<file path="config.mk">
export PLATFORM = sky130hd
export DESIGN_NAME = ie_op_sequencer_flat
export DESIGN_NICKNAME = d
export VERILOG_FILES = /design/src/rtl/ie_op_sequencer_if.sv /design/src/rtl/ie_op_sequencer.sv /design/src/flat_wrapper.sv
export SDC_FILE = /design/constraint.sdc
export NUM_CORES = 1
export LEC_CHECK = 0
export ABC_CLOCK_PERIOD_IN_PS = 2800
export CAP_MARGIN = 30
export CORE_MARGIN = 2
export CORE_UTILIZATION = 40
export CTS_CLUSTER_DIAMETER = 200
export CTS_CLUSTER_SIZE = 10
export DETAILED_ROUTE_END_ITERATION = 10
export PLACE_DENSITY = 0.69
export SYNTH_ARGS = -nofsm -noshare
export SYNTH_HDL_FRONTEND = slang
export SYNTH_SLANG_ARGS = --single-unit
</file>
<file path="constraint.sdc">
create_clock -name clk -period 2.8 [get_ports clk]
set_input_delay 0.56 -clock clk [delete_from_list [all_inputs] [get_ports clk]]
set_output_delay 0.56 -clock clk [all_outputs]
set_load 0.005 [all_outputs]
</file>
<file path="src/rtl/ie_op_sequencer_if.sv">
// ie_op_sequencer_if: op handshake, decode flags and memory-port bus
// between the decode stage / memory port (master) and the sequencer (slave).
interface ie_op_sequencer_if;
    logic       op_valid;
    logic       op_ready;
    logic       is_load;
    logic       is_store;
    logic       is_branch;
    logic       is_jsr;
    logic       is_rts;
    logic       is_rti;
    logic       is_break;
    logic       is_stack_op;
    logic       is_nop;
    logic       is_flag_inst;
    logic       stack_push;
    logic       branch_taken;
    logic       mem_rdy;
    logic       mem_req;
    logic       mem_we;
    logic [1:0] mem_sel;

    modport master (
        output op_valid, is_load, is_store, is_branch, is_jsr,
        output is_rts, is_rti, is_break, is_stack_op, is_nop,
        output is_flag_inst, stack_push, branch_taken, mem_rdy,
        input  op_ready, mem_req, mem_we, mem_sel
    );

    modport slave (
        input  op_valid, is_load, is_store, is_branch, is_jsr,
        input  is_rts, is_rti, is_break, is_stack_op, is_nop,
        input  is_flag_inst, stack_push, branch_taken, mem_rdy,
        output op_ready, mem_req, mem_we, mem_sel
    );
endinterface

</file>
<file path="src/rtl/ie_op_sequencer.sv">
// ie_op_sequencer: multi-cycle IE datapath controller, one op at a time.
// Optional mem_rdy wait timeout enabled by defining IE_SEQ_TIMEOUT_EN.
module ie_op_sequencer #(
    parameter int STACK_W     = 2,
    parameter int TIMEOUT_CYC = 15
) (
    input  logic             clk,
    input  logic             rst,
    ie_op_sequencer_if.slave bus,
    output logic             alu_en,
    output logic             reg_wr,
    output logic             sp_inc,
    output logic             sp_dec,
    output logic             pc_load,
    output logic [1:0]       pc_sel,
    output logic             done,
    output logic             err,
    output logic [2:0]       state_o
);
    typedef enum logic [2:0] {
        IDLE, LOAD, EXEC, WB, STACK, PCUPD, DONE
    } state_t;

    typedef enum logic [3:0] {
        C_ALU, C_NOP, C_FLAG, C_BR, C_STK, C_RTI, C_RTS, C_JSR, C_BRK
    } cls_t;

    state_t             state, state_n;
    cls_t               cls, cls_n;
    logic               st, st_n;
    logic               push, push_n;
    logic               ph, ph_n;
    logic [STACK_W-1:0] cnt, cnt_n;
    logic               err_n;
    logic               req_n, we_n;
    logic [1:0]         sel_n, pc_sel_n;
    logic               accept;
    logic               tmo;

    assign accept  = bus.op_valid & bus.op_ready;
    assign state_o = state;
    assign sp_dec  = bus.mem_req & bus.mem_we & bus.mem_rdy &
                     (bus.mem_sel == 2'b01);

`ifdef IE_SEQ_TIMEOUT_EN
    localparam int TW = $clog2(TIMEOUT_CYC + 1);
    logic [TW-1:0] wcnt;

    assign tmo = bus.mem_req & ~bus.mem_rdy &
                 (wcnt == TW'(TIMEOUT_CYC - 1));

    always_ff @(posedge clk) begin
        if (rst || !bus.mem_req || bus.mem_rdy)
            wcnt <= '0;
        else
            wcnt <= wcnt + 1'b1;
    end
`else
    assign tmo = 1'b0;
`endif

    always_comb begin
        state_n = state;
        cls_n   = cls;
        st_n    = st;
        push_n  = push;
        ph_n    = ph;
        cnt_n   = cnt;
        err_n   = err;
        unique case (state)
            IDLE: if (accept) begin
                err_n   = 1'b0;
                st_n    = bus.is_store;
                push_n  = 1'b1;
                ph_n    = 1'b0;
                cnt_n   = '0;
                state_n = STACK;
                priority case (1'b1)
                    bus.is_break: begin
                        cls_n = C_BRK;
                        cnt_n = STACK_W'(3);
                    end
                    bus.is_jsr: begin
                        cls_n = C_JSR;
                        cnt_n = STACK_W'(2);
                    end
                    bus.is_rts: begin
                        cls_n  = C_RTS;
                        cnt_n  = STACK_W'(2);
                        push_n = 1'b0;
                    end
                    bus.is_rti: begin
                        cls_n  = C_RTI;
                        cnt_n  = STACK_W'(3);
                        push_n = 1'b0;
                    end
                    bus.is_stack_op: begin
                        cls_n  = C_STK;
                        cnt_n  = STACK_W'(1);
                        push_n = bus.stack_push;
                    end
                    bus.is_branch: begin
                        cls_n   = C_BR;
                        state_n = bus.branch_taken ? PCUPD : DONE;
                    end
                    bus.is_nop, bus.is_flag_inst: begin
                        cls_n   = bus.is_flag_inst ? C_FLAG : C_NOP;
                        state_n = EXEC;
                    end
                    default: begin
                        cls_n   = C_ALU;
                        state_n = bus.is_load ? LOAD : EXEC;
                    end
                endcase
            end
            LOAD: begin
                if (tmo) begin
                    state_n = DONE;
                    err_n   = 1'b1;
                end else if (bus.mem_rdy) begin
                    state_n = (cls == C_BRK) ? PCUPD : EXEC;
                end
            end
            EXEC: begin
                state_n = (cls == C_NOP || cls == C_FLAG) ? DONE : WB;
            end
            WB: begin
                if (cls == C_ALU && st) begin
                    if (tmo) begin
                        state_n = DONE;
                        err_n   = 1'b1;
                    end else if (bus.mem_rdy) begin
                        state_n = DONE;
                    end
                end else begin
                    state_n = DONE;
                end
            end
            STACK: begin
                // Pulls spend one sp_inc cycle (ph = 0) before each read
                if (!push && !ph) begin
                    ph_n = 1'b1;
                end else if (tmo) begin
                    state_n = DONE;
                    err_n   = 1'b1;
                end else if (bus.mem_rdy) begin
                    cnt_n = cnt - STACK_W'(1);
                    ph_n  = 1'b0;
                    if (cnt == STACK_W'(1)) begin
                        unique case (cls)
                            C_JSR, C_RTS, C_RTI: state_n = PCUPD;
                            C_BRK:               state_n = LOAD;
                            C_STK:               state_n = push ? DONE : WB;
                            default:             state_n = DONE;
                        endcase
                    end
                end
            end
            PCUPD:   state_n = DONE;
            DONE:    state_n = IDLE;
            default: state_n = IDLE;
        endcase
    end

    always_comb begin
        req_n = (state_n == LOAD) ||
                (state_n == WB && cls_n == C_ALU && st_n) ||
                (state_n == STACK && (push_n || ph_n));
        we_n  = req_n && (state_n == WB || (state_n == STACK && push_n));
        if (state_n == LOAD && cls_n == C_BRK)
            sel_n = 2'b10;
        else if (state_n == STACK)
            sel_n = 2'b01;
        else
            sel_n = 2'b00;
        unique case (cls_n)
            C_RTS, C_RTI: pc_sel_n = 2'b01;
            C_BRK:        pc_sel_n = 2'b10;
            C_JSR:        pc_sel_n = 2'b11;
            default:      pc_sel_n = 2'b00;
        endcase
    end

    always_ff @(posedge clk) begin
        if (rst) begin
            state        <= IDLE;
            cls          <= C_ALU;
            st           <= 1'b0;
            push         <= 1'b0;
            ph           <= 1'b0;
            cnt          <= '0;
            err          <= 1'b0;
            bus.op_ready <= 1'b1;
            bus.mem_req  <= 1'b0;
            bus.mem_we   <= 1'b0;
            bus.mem_sel  <= 2'b00;
            alu_en       <= 1'b0;
            reg_wr       <= 1'b0;
            sp_inc       <= 1'b0;
            pc_load      <= 1'b0;
            pc_sel       <= 2'b00;
            done         <= 1'b0;
        end else begin
            state        <= state_n;
            cls          <= cls_n;
            st           <= st_n;
            push         <= push_n;
            ph           <= ph_n;
            cnt          <= cnt_n;
            err          <= err_n;
            bus.op_ready <= (state_n == IDLE);
            bus.mem_req  <= req_n;
            bus.mem_we   <= we_n;
            bus.mem_sel  <= sel_n;
            alu_en       <= (state_n == EXEC) && (cls_n != C_NOP);
            reg_wr       <= (state_n == WB) && !(cls_n == C_ALU && st_n);
            sp_inc       <= (state_n == STACK) && !push_n && !ph_n;
            pc_load      <= (state_n == PCUPD);
            pc_sel       <= pc_sel_n;
            done         <= (state_n == DONE);
        end
    end
endmodule

</file>
<file path="src/flat_wrapper.sv">
// flat-port wrapper written by rule: the top's interface ports become plain ports
module ie_op_sequencer_flat 
#(
    parameter int STACK_W     = 2,
    parameter int TIMEOUT_CYC = 15
)
  (clk, rst, alu_en, reg_wr, sp_inc, sp_dec, pc_load, pc_sel, done, err, state_o, bus_op_valid, bus_is_load, bus_is_store, bus_is_branch, bus_is_jsr, bus_is_rts, bus_is_rti, bus_is_break, bus_is_stack_op, bus_is_nop, bus_is_flag_inst, bus_stack_push, bus_branch_taken, bus_mem_rdy, bus_op_ready, bus_mem_req, bus_mem_we, bus_mem_sel);
  ie_op_sequencer_if bus_i ();
  input  logic clk;
  input  logic rst;
  output logic alu_en;
  output logic reg_wr;
  output logic sp_inc;
  output logic sp_dec;
  output logic pc_load;
  output logic [1:0] pc_sel;
  output logic done;
  output logic err;
  output logic [2:0] state_o;
  input wire logic [$bits(bus_i.op_valid)-1:0] bus_op_valid;
  input wire logic [$bits(bus_i.is_load)-1:0] bus_is_load;
  input wire logic [$bits(bus_i.is_store)-1:0] bus_is_store;
  input wire logic [$bits(bus_i.is_branch)-1:0] bus_is_branch;
  input wire logic [$bits(bus_i.is_jsr)-1:0] bus_is_jsr;
  input wire logic [$bits(bus_i.is_rts)-1:0] bus_is_rts;
  input wire logic [$bits(bus_i.is_rti)-1:0] bus_is_rti;
  input wire logic [$bits(bus_i.is_break)-1:0] bus_is_break;
  input wire logic [$bits(bus_i.is_stack_op)-1:0] bus_is_stack_op;
  input wire logic [$bits(bus_i.is_nop)-1:0] bus_is_nop;
  input wire logic [$bits(bus_i.is_flag_inst)-1:0] bus_is_flag_inst;
  input wire logic [$bits(bus_i.stack_push)-1:0] bus_stack_push;
  input wire logic [$bits(bus_i.branch_taken)-1:0] bus_branch_taken;
  input wire logic [$bits(bus_i.mem_rdy)-1:0] bus_mem_rdy;
  output wire logic [$bits(bus_i.op_ready)-1:0] bus_op_ready;
  output wire logic [$bits(bus_i.mem_req)-1:0] bus_mem_req;
  output wire logic [$bits(bus_i.mem_we)-1:0] bus_mem_we;
  output wire logic [$bits(bus_i.mem_sel)-1:0] bus_mem_sel;
  assign bus_i.op_valid = bus_op_valid;
  assign bus_i.is_load = bus_is_load;
  assign bus_i.is_store = bus_is_store;
  assign bus_i.is_branch = bus_is_branch;
  assign bus_i.is_jsr = bus_is_jsr;
  assign bus_i.is_rts = bus_is_rts;
  assign bus_i.is_rti = bus_is_rti;
  assign bus_i.is_break = bus_is_break;
  assign bus_i.is_stack_op = bus_is_stack_op;
  assign bus_i.is_nop = bus_is_nop;
  assign bus_i.is_flag_inst = bus_is_flag_inst;
  assign bus_i.stack_push = bus_stack_push;
  assign bus_i.branch_taken = bus_branch_taken;
  assign bus_i.mem_rdy = bus_mem_rdy;
  assign bus_op_ready = bus_i.op_ready;
  assign bus_mem_req = bus_i.mem_req;
  assign bus_mem_we = bus_i.mem_we;
  assign bus_mem_sel = bus_i.mem_sel;
  ie_op_sequencer #(.STACK_W(STACK_W), .TIMEOUT_CYC(TIMEOUT_CYC)) u_core (.clk(clk), .rst(rst), .bus(bus_i), .alu_en(alu_en), .reg_wr(reg_wr), .sp_inc(sp_inc), .sp_dec(sp_dec), .pc_load(pc_load), .pc_sel(pc_sel), .done(done), .err(err), .state_o(state_o));
endmodule
</file>
==> run metrics, run 1 <==
max-cap violations=0; Worst Setup SP=bus_mem_rdy; die width=60.5 um; Async SR Flop Fraction=0%; initial antenna violation count=0; DRC=0; Filler Cells Inserted=293; post-synthesis xor/xnor area fraction=0.686%; layout cells sized above 1=12.3%; TritonCTS buffer count=3; placer congestion estimate=0.855; num rows=20; Clk network pwr share=20.5%; hold path start=u_core.cnt[1]; Unique masters post-synth=48; Post-synth EDFFs=0; highest metal used=met4; Int Power=606 uW; final setup TNS=0 ns; Met2 Wirelength=1520 um; GRT Util Overall=19.3%; Post-Synth Simple-Gate Area=32.5%; Synth Area in Compound Gates=19.4%; Chip Height=60.5 um; Setup Viol. Count Final=0; Fin Hold WS=0.520 ns; worst reg-to-reg setup slack=0.28 ns; Resize count post-CTS=0; die area=3660 um2; Tightest Pin Transition=0.805 ns; iteration-0 DRC count of the detailed router=77; later-pin clock latency in the skew report=0.32 ns; pwr dens=508 nW/um2; Post-Syn Nets=170; Max-Slew Margin vs Limit=45.9%; FF/Latch Area=480 um2; clock skew=0.0100 ns; post-route setup slack=0.142 ns; synth warn=0; global route overflow=0; required time worst endpoint=2.24 ns; post-synthesis mux area share=4.31%; Adder-Cell Fraction of Synth Area=0.980%; Root Driver=clkbuf_4; final WL=3280 um; Vias=1,341; remaining antenna violation count=0; Clock Path Buffers=2; number of global-route vias before repair=1,227; WP data arrival=2.10 ns; WL met3=178 um; via density per instance=5.61; Sequential Power Share=46.1%; CTS tree=done; largest family of logic cells by synthesized area=simple AND/OR/NAND/NOR gates; Leak=0.668 nW; Post-Layout Cell Count=239; port buffer count=31; RSZ-0062 raised after global routing=false; post-route cell area=1740 um2; Critical Path Source Type=input port; Hold/Removal Path Class=reg -> reg; Switch Pwr=279 uW; core footprint=3050 um2; dominant synthesized flop cell=dfxtp_1; Clock Sinks=24; DR WL/cell=13.7 um; final hold vios=0; period utilisation layout=94.9%; I/O pin count=33; overall power=884 uW; crit end category=output pin; cell taking the most area after synthesis=dfxtp_1; area of the multi-input gates=742 um2; Post-Syn Instances=153; H-tree depth=1; Synth Area per Inst=8.34 um2; Net Sw Frac=31.5%; M1 WL=1510 um; Critical R2R Launch=u_core.cls[2]; dpl cells=235; Final Core Density=57.0%; area share of the largest cell type after synthesis=37.6%; CTS clk-pin slew, worst paths=0.12 ns; Area Overhead vs Synth=36.4%; cts hold-fix bufs=0; largest net degree at the start of global routing=14; Setup Buffers After CTS=0; crit-path max FO=5; final net count=213; post-place setup slack=-0.0548 ns; Area contributors post-synth=dfxtp_1, nor2_1, a21oi_1; worst-case vdd ir drop=0.000410 V; Starting Density=41.8%; f_max=376 MHz; status=completed; Final Max Slew Viols=0; Tmin final=2.66 ns; drt first pass iters=4; antenna fix cells=0; Netlist Area Pre-Place=1280 um2; synthesis-stage register bit count=24; HPWL Detailed=2620 um; Placement Cell Area=1700 um2; Seq/Total Area, Yosys=37.6%; crit path kind=in -> out; Gate power share=33.4%; first-pass GRT wire length=5350 um
[placed cells by master (no fill, tap or decap), types with 3 or more instances in the layout]
cell / n
clkdlybuf4s50_1: 31
nor2_1: 25
dfxtp_1: 24
buf_4: 13
a21oi_1: 9
nor2b_1: 7
nand3_1: 6
inv_1: 5
o21ai_0: 5
nor3_1: 5
nor4_1: 5
mux2i_1: 4
nor3b_1: 3
or4_1: 3
nand2b_1: 3
a2111oi_0: 3
a31oi_1: 3
clkbuf_4: 3
[final timing paths]
check                           depth (start not counted)           endpoint
worst max-delay path                                    5             sp_dec
worst min-delay path                                    2      u_core.cnt[1]
worst max register to register                          6  u_core.bus.mem_we
worst min register to register                          2      u_core.cnt[1]
[metal layers]
metal  track usage, %  vias to the layer above
met5                0                        -
li1                 -                      650
met2             30.4                       46
met1             25.8                      636
met3             4.05                        9
met4             8.07                        0
[layout make-up]
cell class                 count  area share, %
multi-input combinational    118           42.6
sequential                    24           27.6
timing repair buffer          44           23.4
tap                           44           3.16
clock buffer                   4           2.08
inverter                       5           1.08
[logic make-up (layout without fill, tap and decap cells)]
logic type                 after synthesis  in the layout
and+or+nand+nor                         74             74
buffers and inverters                   11             53
AOI/OAI and AO/OA                       36             36
xor gates and xnor gates                 1              1
DFF                                     24             24
muxes                                    5              5
adders and majority gates                1              1
other                                    1              1
[critical path: stages]
cell and delay [ns]:
clkdlybuf4s50_1 0.59, buf_4 0.17, nand3_1 0.06, nor3b_1 0.19
clkdlybuf4s50_1 0.53
[registers in the layout (all words and copies together) (netlist names), 2 cells and up]
| signal | count |
|---|---|
| u_core.bus.mem_sel | 2 |
| u_core.cls | 4 |
| u_core.cnt | 2 |
| u_core.pc_sel | 2 |
| u_core.state_o | 3 |
[synth_stat cells, types with 4 or more instances]
cell and count:
nor2_1 25, nand3_1 6, o21ai_0 5, nor2b_1 7
nor4_1 5, inv_1 5, nor3_1 5, mux2i_1 4
a21oi_1 9, dfxtp_1 24
[power by group through the flow]
| stage | Clock, mW | Sequential, mW | Combinational (mW) |
|---|---|---|---|
| after detailed placement | 0 | 0.416 | 0.292 |
| final | 0.181 | 0.408 | 0.296 |
| after CTS | 0.182 | 0.407 | 0.295 |
| after global placement | 0 | 0.413 | 0.288 |
| after global routing | 0.196 | 0.413 | 0.328 |
| after floorplan | 0 | 0.411 | 0.181 |
Note: power is estimated with default switching activity, not from simulation.
==> run 2, diff against run 1 <==
- ABC_CLOCK_PERIOD_IN_PS: 2800 -> 2220
- PLACE_DENSITY: 0.69 -> 0.71
- clock period: 2.8 -> 2.22 ns (I/O delays scaled with it)
==> run metrics, run 2 (synthesis results as in run 1) <==
commonest non-fill, non-tap cell in the layout=buf_4; die width=60.5 um; first-pass GRT wire length=6110 um; max reg flops=4; Root Driver=clkbuf_4; DR WL/cell=14.8 um; port buffer count=31; Vias=1,457; Largest Register=u_core.cls; post-route setup slack=-0.0297 ns; iteration-0 DRC count of the detailed router=83; Setup Viol. Count Final=2; num rows=20; final net count=238; max-cap violations=0; RSZ-0062 raised after global routing=true; I/O pin count=33; Tightest Pin Transition=0.531 ns; HPWL Detailed=2910 um; DRC=0; Chip Height=60.5 um; antenna fix cells=0; core footprint=3050 um2; Clock Sinks=24; post-place setup slack=-0.495 ns; crit-path max FO=5; required time worst endpoint=2.46 ns; clock skew=0.0122 ns; layout cells sized above 1=32.7%; via density per instance=5.52; largest net degree at the start of global routing=14; later-pin clock latency in the skew report=0.32 ns; remaining antenna violation count=0; Hold/Removal Path Class=reg -> reg; f_max=445 MHz; Area Overhead vs Synth=62.9%; Leak=0.819 nW; Critical Path Source Type=input port; WP data arrival=2.49 ns; CTS clk-pin slew, worst paths=0.13 ns; Starting Density=41.8%; most frequent cells in the layout=buf_4, clkdlybuf4s50_1, nor2_1; Final Core Density=68.1%; Max-Slew Margin vs Limit=64.3%; final hold vios=0; GRT Util Overall=22.2%; failing checks=negative setup slack; Tmin final=2.25 ns; global route overflow=0; number of global-route vias before repair=1,390; status=complete, but fails checks; initial antenna violation count=0; pwr dens=600 nW/um2; worst-case vdd ir drop=0.000495 V; CTS tree=done; Final Max Slew Viols=0; crit path kind=in -> reg; period utilisation layout=101%; cts hold-fix bufs=0; die area=3660 um2; Clock Path Buffers=2; TritonCTS buffer count=3; placer congestion estimate=0.938; crit end category=flip-flop; H-tree depth=1; final WL=3900 um; drt first pass iters=4
[run 2: changes by cell type in the layout (fill, tap and decap cells not counted), sizes merged]
cell | previous run | this run
buf | 13 | 38
clkbuf | 4 | 3
clkdlybuf4s50 | 31 | 27
clkinv | 0 | 1
dlygate4sd2 | 0 | 4
[run 2: path summary, 6_finish.rpt]
kind	startpoint	end	slack, ns	cells after the start
max	bus_is_branch	u_core.bus.mem_we	-0.03	8
min	u_core.cnt[1]	u_core.cnt[1]	0.56	2
max reg2reg	u_core.state_o[1]	u_core.pc_sel[1]	-0.02	6
min reg2reg	u_core.cnt[1]	u_core.cnt[1]	0.56	2
[run 2: critical path: stages]
cell and delay [ns]:
clkdlybuf4s50_1 0.48, nor4b_1 0.42, a21oi_2 0.14, a211o_4 0.37
buf_4 0.16, nor2_1 0.11, a31oi_1 0.11, a311oi_2 0.26
[run 2: stage by stage]
| stage | power [mW] | hold slack [ns] | instance area, um2 | cells | TNS [ns] |
|---|---|---|---|---|---|
| after floorplan | 0.745 | 0.476 | 1280 | 153 | 0 |
| after global routing | 1.31 | 0.614 | 2080 | 264 | -0.427 |
| after global placement | 0.965 | 0.488 | 1870 | 256 | -4.12 |
| final | 1.25 | 0.559 | 2080 | 264 | -0.0456 |
| after detailed placement | 0.978 | 0.540 | 1870 | 256 | -4.69 |
| after CTS | 1.21 | 0.570 | 2000 | 263 | -0.0149 |
[run 2: report_power, final]
group          internal (mW)  switching (mW)
combinational          0.290           0.258
clock                 0.0658           0.128
sequential             0.475          0.0299
[run 2: timing repair]
action,in CTS,in global routing
gates resized for setup,23,12
setup endpoints to repair,12,11
setup buffers,3,1
pin swaps,5,8
[run 2: final cells by class]
cell class              instances  area, um2
multi-input cells             118        897
repair buffers                 69        594
well taps                      44       55.1
flip-flops and latches         24        488
inverters                       5       18.8
clock buffers                   3       22.5
fillers                       247        973
clock inverters                 1       3.75
[run 2: per-layer routing]
layer / routed length [um] / GRT usage [%] / vias up
met5: 0 / 0 / -
li1: - / - / 701
met1: 1600 / 26.2 / 700
met4: 52 / 6.21 / 0
met2: 2060 / 41.5 / 48
met3: 187 / 3.62 / 8
==> run 3, diff against run 2 <==
- GPL_TIMING_DRIVEN: default -> 0
==> run metrics, run 3 (synthesis results as in run 1) <==
required time worst endpoint=2.46 ns; global route overflow=0; dpl cells=226; Chip Height=60.5 um; Leak=0.770 nW; Clock Sinks=24; failing checks=negative setup slack; Area Overhead vs Synth=58.2%; crit-path max FO=5; Tightest Pin Transition=0.568 ns; hold path start=rst; final hold vios=0; Starting Density=41.8%; crit path kind=reg -> reg; Hold Path End=u_core.cls[3]; cts hold-fix bufs=0; H-tree depth=1; period utilisation layout=103%; worst reg-to-reg setup slack=-0.07 ns; core footprint=3050 um2; RSZ-0062 raised after global routing=true; num rows=20; drt first pass iters=4; DRC=0; Hold/Removal Path Class=in -> reg; placer congestion estimate=0.865; TritonCTS buffer count=3; DR WL/cell=15.5 um; R2R cell count=7; Final Max Slew Viols=0; Setup Viol. Count Final=5; max-cap violations=0; overall power=1.34 mW; number of global-route vias before repair=1,218; f_max=436 MHz; status=complete, but fails checks; Hold Path Depth=2; Critical R2R Launch=u_core.cls[0]; die width=60.5 um; Max-Slew Margin vs Limit=62.1%; Largest Register=u_core.cls; final WL=3830 um; worst-case vdd ir drop=0.000468 V; FF-to-FF End=u_core.bus.mem_we; via density per instance=5.65; max reg flops=4; Root Driver=clkbuf_4; Filler Cells Inserted=244; later-pin clock latency in the skew report=0.32 ns; WP data arrival=2.53 ns; remaining antenna violation count=0; Post-Layout Cell Count=248; CTS clk-pin slew, worst paths=0.13 ns; iteration-0 DRC count of the detailed router=78; die area=3660 um2; Tmin final=2.29 ns; initial antenna violation count=0; HPWL Detailed=2470 um; CTS tree=done; GRT Util Overall=20.2%; Critical Path Source Type=flip-flop; antenna fix cells=0; final net count=222; pwr dens=666 nW/um2; most frequent cells in the layout=clkdlybuf4s50_1, nor2_1, dfxtp_1; post-route setup slack=-0.0726 ns; Vias=1,402; crit end category=flip-flop; commonest non-fill, non-tap cell in the layout=clkdlybuf4s50_1; largest net degree at the start of global routing=15; port buffer count=29; clock skew=0.0129 ns; first-pass GRT wire length=5510 um; layout cells sized above 1=29.4%; I/O pin count=33; Clock Path Buffers=2
run 3: worst max path at each step:
stage,from,cells after the start,to
5_1_grt,u_core.cls[0],7,u_core.bus.mem_we
3_3_place_gp,bus_mem_rdy,7,u_core.bus.mem_we
3_5_place_dp,bus_is_stack_op,7,u_core.bus.mem_we
6_report,u_core.cls[0],7,u_core.bus.mem_we
2_1_floorplan,u_core.state_o[2],7,u_core.bus.mem_we
4_1_cts,bus_is_stack_op,7,u_core.bus.mem_we
run 3: what timing repair did:
item                       in CTS  in global routing
pin swaps                       4                  6
buffers inserted                8                 10
setup endpoints to repair      13                 12
resized for setup              16                 26
run 3: worst max-delay path, stage by stage (launching register included):
cell and delay [ns]:
dfxtp_1 0.41, nor4b_4 0.46, buf_4 0.20, a2111oi_4 0.05
buf_4 0.16, a211oi_2 0.45, nand4_1 0.20, a311oi_1 0.30
run 3: metal layers:
layer  global-route usage [%]  wire [um]  up-vias
li1                         -          -      675
met3                     2.77        147       10
met1                     25.7       1560      676
met4                     6.83         80        0
met2                     35.2       2040       41
met5                        0          0        -
run 3: report_power, final:
group	switching, mW	total [mW]	internal [mW]
logic	0.253	0.514	0.260
registers	0.0433	0.519	0.476
clock network	0.129	0.311	0.183
run 3: metrics by stage:
stage	util, %	setup TNS (ns)	hold slack (ns)	cell area [um2]	setup WS (ns)
4_1_cts	59.2	-0.300	0.500	1810	-0.0976
3_5_place_dp	53.4	-6.48	0.518	1630	-0.642
5_1_grt	66.1	-0.826	0.564	2020	-0.155
3_3_place_gp	53.4	-6.13	0.486	1630	-0.621
6_report	66.1	-0.138	0.519	2020	-0.0726
2_1_floorplan	-	0	0.476	1280	0.0498
run 3: area by class of cell:
type / instances / area (um2) / share of cell area [%]
Inverter: 5 / 18.8 / 0.929
Tap cell: 44 / 55.1 / 2.73
Sequential cell: 24 / 489 / 24.2
Timing Repair Buffer: 47 / 432 / 21.4
Multi-Input combinational cell: 118 / 937 / 46.4
Clock buffer: 3 / 22.5 / 1.12
Buffer: 6 / 35.0 / 1.73
Clock inverter: 1 / 30.0 / 1.49
